**src/rtl/picorv32_sram_bridge.sv**
```systemverilog
// Bridge from the picorv32 native memory interface to a single-port synchronous SRAM.
// Define SRAM_BRIDGE_RANGE_CHECK_EN to flag and suppress out-of-range requests.
module picorv32_sram_bridge #(
    parameter int ADDR_WIDTH  = 10,
    parameter int WAIT_STATES = 0
) (
    input  logic                  clock,
    input  logic                  reset,
    input  logic                  mem_valid,
    input  logic                  mem_instr,
    input  logic [31:0]           mem_addr,
    input  logic [31:0]           mem_wdata,
    input  logic [3:0]            mem_wstrb,
    output logic                  mem_ready,
    output logic [31:0]           mem_rdata,
    output logic                  sram_en,
    output logic [3:0]            sram_we,
    output logic [ADDR_WIDTH-1:0] sram_addr,
    output logic [31:0]           sram_wdata,
    input  logic [31:0]           sram_rdata,
    output logic                  bus_err
);
    typedef enum logic [2:0] {IDLE, WAIT, ACCESS, CAPTURE, RESP} state_e;

    state_e                state_q, state_d;
    logic [3:0]            cnt_q, cnt_d;
    logic [ADDR_WIDTH-1:0] addr_q, addr_d;
    logic [31:0]           wdata_q, wdata_d;
    logic [3:0]            wstrb_q, wstrb_d;
    logic [31:0]           rdata_q, rdata_d;
    logic                  oor_q, oor_d;
    logic                  err_q, err_d;
    logic                  reqOor;
    logic                  unusedInputs;

`ifdef SRAM_BRIDGE_RANGE_CHECK_EN
    assign reqOor = (mem_addr >> (ADDR_WIDTH + 2)) != 32'd0;
`else
    assign reqOor = 1'b0;
`endif

    // Fetch flag and byte-offset bits carry no meaning for a word-wide SRAM.
    assign unusedInputs = ^{mem_instr, mem_addr[1:0], mem_addr >> (ADDR_WIDTH + 2)};

    always_ff @(posedge clock) begin
        if (reset) begin
            state_q <= IDLE;
            cnt_q   <= '0;
            addr_q  <= '0;
            wdata_q <= '0;
            wstrb_q <= '0;
            rdata_q <= '0;
            oor_q   <= 1'b0;
            err_q   <= 1'b0;
        end else begin
            state_q <= state_d;
            cnt_q   <= cnt_d;
            addr_q  <= addr_d;
            wdata_q <= wdata_d;
            wstrb_q <= wstrb_d;
            rdata_q <= rdata_d;
            oor_q   <= oor_d;
            err_q   <= err_d;
        end
    end

    always_comb begin
        state_d = state_q;
        cnt_d   = cnt_q;
        addr_d  = addr_q;
        wdata_d = wdata_q;
        wstrb_d = wstrb_q;
        rdata_d = rdata_q;
        oor_d   = oor_q;
        err_d   = err_q;
        unique case (state_q)
            IDLE: begin
                if (mem_valid) begin
                    addr_d  = mem_addr[ADDR_WIDTH+1:2];
                    wdata_d = mem_wdata;
                    wstrb_d = mem_wstrb;
                    oor_d   = reqOor;
                    err_d   = err_q | reqOor;
                    cnt_d   = 4'(WAIT_STATES - 1);
                    state_d = (WAIT_STATES > 0) ? WAIT : ACCESS;
                end
            end
            WAIT: begin
                if (cnt_q == 4'd0) begin
                    state_d = ACCESS;
                end else begin
                    cnt_d = cnt_q - 4'd1;
                end
            end
            ACCESS: state_d = CAPTURE;
            CAPTURE: begin
                // Writes and suppressed requests answer with zero rather than stale SRAM data.
                rdata_d = (wstrb_q == 4'd0 && !oor_q) ? sram_rdata : 32'd0;
                state_d = RESP;
            end
            RESP: state_d = IDLE;
            default: state_d = IDLE;
        endcase
    end

    always_comb begin
        sram_en   = 1'b0;
        sram_we   = 4'd0;
        mem_ready = 1'b0;
        if (state_q == ACCESS && !oor_q) begin
            sram_en = 1'b1;
            sram_we = wstrb_q;
        end
        if (state_q == RESP) begin
            mem_ready = 1'b1;
        end
    end

    assign sram_addr  = addr_q;
    assign sram_wdata = wdata_q;
    assign mem_rdata  = rdata_q;
    assign bus_err    = err_q;
endmodule

```
**config.mk**
```make
export PLATFORM = sky130hd
export DESIGN_NAME = picorv32_sram_bridge
export DESIGN_NICKNAME = d
export VERILOG_FILES = /design/src/rtl/picorv32_sram_bridge.sv
export SDC_FILE = /design/constraint.sdc
export NUM_CORES = 1
export LEC_CHECK = 0
export CORE_MARGIN = 1
export CORE_UTILIZATION = 34
export CTS_CLUSTER_SIZE = 24
export DETAILED_ROUTE_END_ITERATION = 10
export PLACE_DENSITY = 0.84
export SLEW_MARGIN = 30
export SYNTH_ARGS = -nofsm -noshare
export SYNTH_HDL_FRONTEND = slang
export SYNTH_SLANG_ARGS = --single-unit
```
**constraint.sdc**
```tcl
create_clock -name clock -period 1.55 [get_ports clock]
set_input_delay 0.2325 -clock clock [delete_from_list [all_inputs] [get_ports clock]]
set_output_delay 0.2325 -clock clock [all_outputs]
set_load 0.005 [all_outputs]
```
==> results.ini, run 1 <==
[global_route]
grt_pass1_wl_mm=14.88
grt_start_max_net_pins=48
antenna_found_initial=0
grt-ovfl-total=0
grt_usage=0.1873
grt_pass1_vias=3218

[route]
first_pass_iters=5
drt_wl_total_mm=9.900
via_per_inst=4.815
drtIter0Drc=143
vias=3327
wl_per_cell_um=14.33
drc=0
ant_nets=0

[min_path]
hp-start=reset
min_path_cells=2
worstHoldEndpoint=mem_rdata[2]
hold_path.class=in2reg

[pwr]
seq_power_share=0.455
power_density_mw_per_mm2=992.4
p_int_mw=3.900
p_clk_frac=0.322
p_switching_mw=1.387
max-vdd-ir-drop_v=0.0006563
comb_power_share=0.222
total_leakage_power_nw=1.937
netSwitchingFraction=0.2623

[timing]
setup_viol=4
fin_setup_tns_ns=-0.03615
max_freq_mhz=640.2
fin_crit_sh=1.008
hold_viol=0
period_minus_slack_ns=1.562
maxSlewViolCount=0
fin_hold_ws_ns=0.2113
clock-skew-final_ns=0.01051
rsz0062_at_grt=true
layout_setup_ws_ns=-0.01201

[cells_and_area]
nets=662
layoutNonFillerInstCount=691
drive_above_1_share=0.1032
diodes=0
n_fill_cell=793
finish.utilization=0.5766
final-seq-area_mm2=0.001704
syn2layout_area_growth_pct=63.96
multi_input_area_mm2=0.001353

[logic_synthesis]
ys_top_cells_by_count=125 x nand2_1, 85 x dfxtp_1, 80 x a21oi_1, 32 x nand3_1, 14 x clkbuf_1
synth_top_area_share=0.5237
synth.largest_area_cell=dfxtp_1
yosys_warnings=0
synth_area_mm2=0.003249
synth_edf_count=0
ys.flop_type=dfxtp_1
post_synth_num_cell_types=34
synth.most_common_cell=nand2_1
syn_inst=398
avgSynthCellArea_um2=8.164
async_flop_share=0
synthTopCellsByArea=dfxtp_1 52%, nand2_1 14%, a21oi_1 12%
ys_seq_area_frac=0.5237
ys_ff_latch=85
synth_nets=503

[worst_setup_path]
worstReg2RegStart=state_q[1]
slowest_stage=dfxtp_2
cp_num_cells=5
path_max_fanout=4
cpPeakStageDelay_ns=0.34
ff2ff_setup_slack_ns=0
crit_type=reg2out
cp-start-kind=flip-flop
r2r_cells=5
cp_data_required_time_ns=1.32
cp.arrival_ns=1.33
crit_path_end_kind=output port
cp_num_buf_inv=2
crit_chain=nor2b_4, nor2b_4, buf_6, and2_4, buf_6
path_delay_family=simple AND/OR/NAND/NOR gates
regToRegEndpoint=sram_wdata[7]

[cts]
clock-sinks=85
clk_path_buf_depth=2
cts-root-buf=clkbuf_8
clock_latency_ns=0.34
cts-hold-fix-buffers=0
htree_levels=3
cts_buffers=9
cts_tree=done
clk_pin_slew_worst_paths_ns=0.09

[placement]
gp_congestion=0.7602
pre_cts_ws_ns=-0.1928
io_buffers=160
dp_cells=667
dp_hpwl_mm=6.576

[run_status]
violations=negative setup slack
status=finished with violations

[floorplan]
core-area_mm2=0.009240
die_h_um=99.76
rows=35
start_util=0.3517
dieArea_mm2=0.009952
ioPinCount=185
die_w_um=99.76

[run]
max-cap-violations=0

worst max-delay path by stage:
stage,startpoint,end
after global routing,state_q[1],sram_we[1]
after global placement,mem_valid,sram_wdata[7]
after floorplan,state_q[2],sram_addr[0]
final,state_q[1],sram_we[2]
after CTS,state_q[1],sram_we[1]
after detailed placement,state_q[1],sram_we[2]
placed cells by master (no fill, tap or decap), types with 3 or more instances in the layout:
cell type / count
nand2_1: 125
buf_2: 3
clkdlybuf4s50_1: 153
a21oi_1: 80
nor3_1: 4
nand3_1: 32
nor2_1: 4
buf_4: 11
buf_12: 6
dfxtp_1: 83
inv_1: 3
and2_4: 4
clkbuf_8: 9
buf_6: 7
what timing repair did:
item	4_1_cts	5_1_grt
setup buffers	3	1
resized for setup	38	4
pin swaps	0	2
cloned	0	4
endpoints found under the setup margin	6	39
sequential cells by signal, summed over array words and instances, names as in the netlist:
signal / flops
sram_addr: 10
cnt_q: 4
state_q: 3
sram_wdata: 32
mem_rdata: 32
wstrb_q: 4
through the flow:
stage	instance area, um^2	total power [mW]
final	5328	5.287
after global routing	5328	5.563
after CTS	5234	5.272
after detailed placement	4974	3.522
after global placement	4974	3.475
after floorplan	3249	2.954
cells by family after synthesis:
kind of cell | Yosys count | share of synthesized area
compound gates | 89 | 0.1444
fa+ha+maj | 1 | 0.003850
buf+inv | 38 | 0.07316
flops | 85 | 0.5237
other cells | 1 | 0.001154
simple gates | 184 | 0.2538
per-layer routing:
layer  up-vias  GRT usage  wire (um)
li1       1630          -          -
met1      1570     0.2102       3999
met2       111     0.3353       5140
met3        16    0.05060        570
met4         0    0.07353        189
met5         -          0          0
cell type report:
| class | count | share of cell area |
|---|---|---|
| clock buffers | 11 | 0.02466 |
| clock inverters | 5 | 0.01597 |
| inverters | 4 | 0.002818 |
| multi-input cells | 275 | 0.2539 |
| flip-flops and latches | 85 | 0.3199 |
| well taps | 129 | 0.03030 |
| repair buffers | 182 | 0.3525 |
power groups by stage:
| stage | clock (mW) | sequential (mW) | combinational (mW) |
|---|---|---|---|
| 2_1_floorplan | 0 | 2.45 | 0.506 |
| 3_3_place_gp | 0 | 2.44 | 1.03 |
| 3_5_place_dp | 0 | 2.45 | 1.07 |
| 4_1_cts | 1.76 | 2.41 | 1.10 |
| 5_1_grt | 1.87 | 2.43 | 1.27 |
| 6_report | 1.70 | 2.41 | 1.18 |
(Power assumes the default switching activity.)
==> run 2, diff against run 1 <==
--- a/config.mk
+++ b/config.mk
@@ -9,6 +9,7 @@
 export CORE_UTILIZATION = 34
 export CTS_CLUSTER_SIZE = 24
 export DETAILED_ROUTE_END_ITERATION = 10
+export MAX_ROUTING_LAYER = met4
 export PLACE_DENSITY = 0.84
 export SLEW_MARGIN = 30
 export SYNTH_ARGS = -nofsm -noshare
==> results.ini, run 2 (same netlist as run 1, synthesis figures left out) <==
[cts]
clk_path_buf_depth=2  ; unchanged
cts-root-buf=clkbuf_8  ; unchanged
clock_latency_ns=0.34  ; about the same
cts_tree=done  ; unchanged
htree_levels=3  ; unchanged
clock-sinks=85  ; unchanged
clk_pin_slew_worst_paths_ns=0.09  ; about the same
cts_buffers=9  ; unchanged

[min_path]
hold_path.class=in2reg  ; unchanged

[global_route]
antenna_found_initial=0  ; unchanged
grt_pass1_vias=3216  ; was 3218
grt_start_max_net_pins=48  ; unchanged
grt_usage=0.1926  ; was 0.1873
grt_pass1_wl_mm=14.86  ; was 14.88 mm
grt-ovfl-total=0  ; unchanged

[worst_setup_path]
crit_chain=nor2b_4, nor2b_4, buf_6, and2_4, buf_6  ; unchanged
cp_data_required_time_ns=1.32  ; about the same
cp.arrival_ns=1.33  ; about the same
crit_type=reg2out  ; unchanged
path_max_fanout=4  ; unchanged
cpPeakStageDelay_ns=0.34  ; about the same
slowest_stage=dfxtp_2  ; unchanged
cp-start-kind=flip-flop  ; unchanged
crit_path_end_kind=output port  ; unchanged

[timing]
setup_viol=7  ; was 4
max_freq_mhz=641.0  ; was 640.2 MHz
clock-skew-final_ns=0.01131  ; was 0.01051 ns
hold_viol=0  ; unchanged
maxSlewViolCount=0  ; unchanged
fin_setup_tns_ns=-0.04296  ; was -0.03615 ns
period_minus_slack_ns=1.560  ; was 1.562 ns
layout_setup_ws_ns=-0.01016  ; was -0.01201 ns
rsz0062_at_grt=true  ; unchanged
fin_crit_sh=1.007  ; was 1.008

[pwr]
total_leakage_power_nw=1.937  ; unchanged
p_total_mw=5.299  ; was 5.287 mW
power_density_mw_per_mm2=994.5  ; was 992.4 mW/mm^2
max-vdd-ir-drop_v=0.0006622  ; was 0.0006563 V

[floorplan]
die_w_um=99.76  ; unchanged
die_h_um=99.76  ; unchanged
rows=35  ; unchanged
core-area_mm2=0.009240  ; unchanged
start_util=0.3517  ; unchanged
dieArea_mm2=0.009952  ; unchanged
ioPinCount=185  ; unchanged

[route]
first_pass_iters=4  ; was 5
ant_nets=0  ; unchanged
via_per_inst=4.816  ; was 4.815
drt_wl_total_mm=9.941  ; was 9.900 mm
wl_per_cell_um=14.39  ; was 14.33 um
drc=0  ; unchanged
vias=3328  ; was 3327
drtIter0Drc=147  ; was 143

[run_status]
violations=negative setup slack  ; unchanged
status=finished with violations  ; unchanged

[cells_and_area]
n_fill_cell=794  ; was 793
final_common_cell=clkdlybuf4s50_1  ; unchanged
nets=662  ; unchanged
diodes=0  ; unchanged
drive_above_1_share=0.1032  ; unchanged
final_cell_mix=153 x clkdlybuf4s50_1, 125 x nand2_1, 83 x dfxtp_1  ; unchanged
syn2layout_area_growth_pct=63.96  ; unchanged
final-seq-area_mm2=0.001704  ; unchanged
multi_input_area_mm2=0.001353  ; unchanged

[placement]
dp_hpwl_mm=6.576  ; unchanged
gp_congestion=0.7702  ; was 0.7602
io_buffers=160  ; unchanged

[run]
max-cap-violations=0  ; unchanged

## run 2: cell counts in the layout (fill, tap and decap cells not counted)
Identical to the previous run, type by type.
## run 2: critical path, delay by kind of cell (launching register included)
family | cells | cell delay (ns)
buffers and inverters | 2 | 0.21
flip-flops | 1 | 0.34
AND/OR/NAND/NOR | 3 | 0.44
## run 2: routing by layer
| layer | part of all wire | track usage |
|---|---|---|
| met1 | 0.42 | 0.2158 |
| met2 | 0.52 | 0.3353 |
| met3 | 0.041 | 0.03373 |
| met4 | 0.019 | 0.08371 |
| met5 | 0 | - |
## run 2: area by class of cell
| type | count | area share |
|---|---|---|
| inverters | 4 | 0.002818 |
| clock buffers | 11 | 0.02466 |
| repair buffers | 182 | 0.3525 |
| clock inverters | 5 | 0.01597 |
| flip-flops and latches | 85 | 0.3199 |
| well taps | 129 | 0.03030 |
| multi-input cells | 275 | 0.2539 |
## run 2: power by group
part	leakage, nW	internal (mW)	switching (mW)
combinational	1.14	0.663	0.514
sequential	0.694	2.32	0.0867
clock	0.104	0.916	0.798
## run 2: what timing repair did
item                       4_1_cts  5_1_grt
pin swaps                        0        2
resized for setup               38        4
buffers inserted                 3        1
cloned                           0        4
setup endpoints to repair        6       39
hold buffers                     0        0
## run 2: worst paths after layout
| path | start | endpoint | slack, ns | cells past startpoint |
|---|---|---|---|---|
| worst max register to register | state_q[1] | sram_wdata[7] | -0.01 | 5 |
| worst min register to register | mem_rdata[21] | mem_rdata[21] | 0.45 | 2 |
| worst min-delay path | reset | mem_rdata[2] | 0.21 | 2 |
| worst max-delay path | state_q[1] | sram_we[1] | -0.01 | 5 |
## run 2: metrics by stage
step	hold WS, ns	utilization	instances	area [um^2]	setup WS (ns)
after floorplan	0.3685	-	398	3249	0.09484
final	0.2091	0.5766	691	5328	-0.01016
after detailed placement	0.4446	0.5383	667	4974	-0.1928
after global routing	0.2201	0.5766	691	5328	-0.07986
after CTS	0.2027	0.5664	686	5234	-0.01883
after global placement	0.4378	0.5383	667	4974	-0.1368
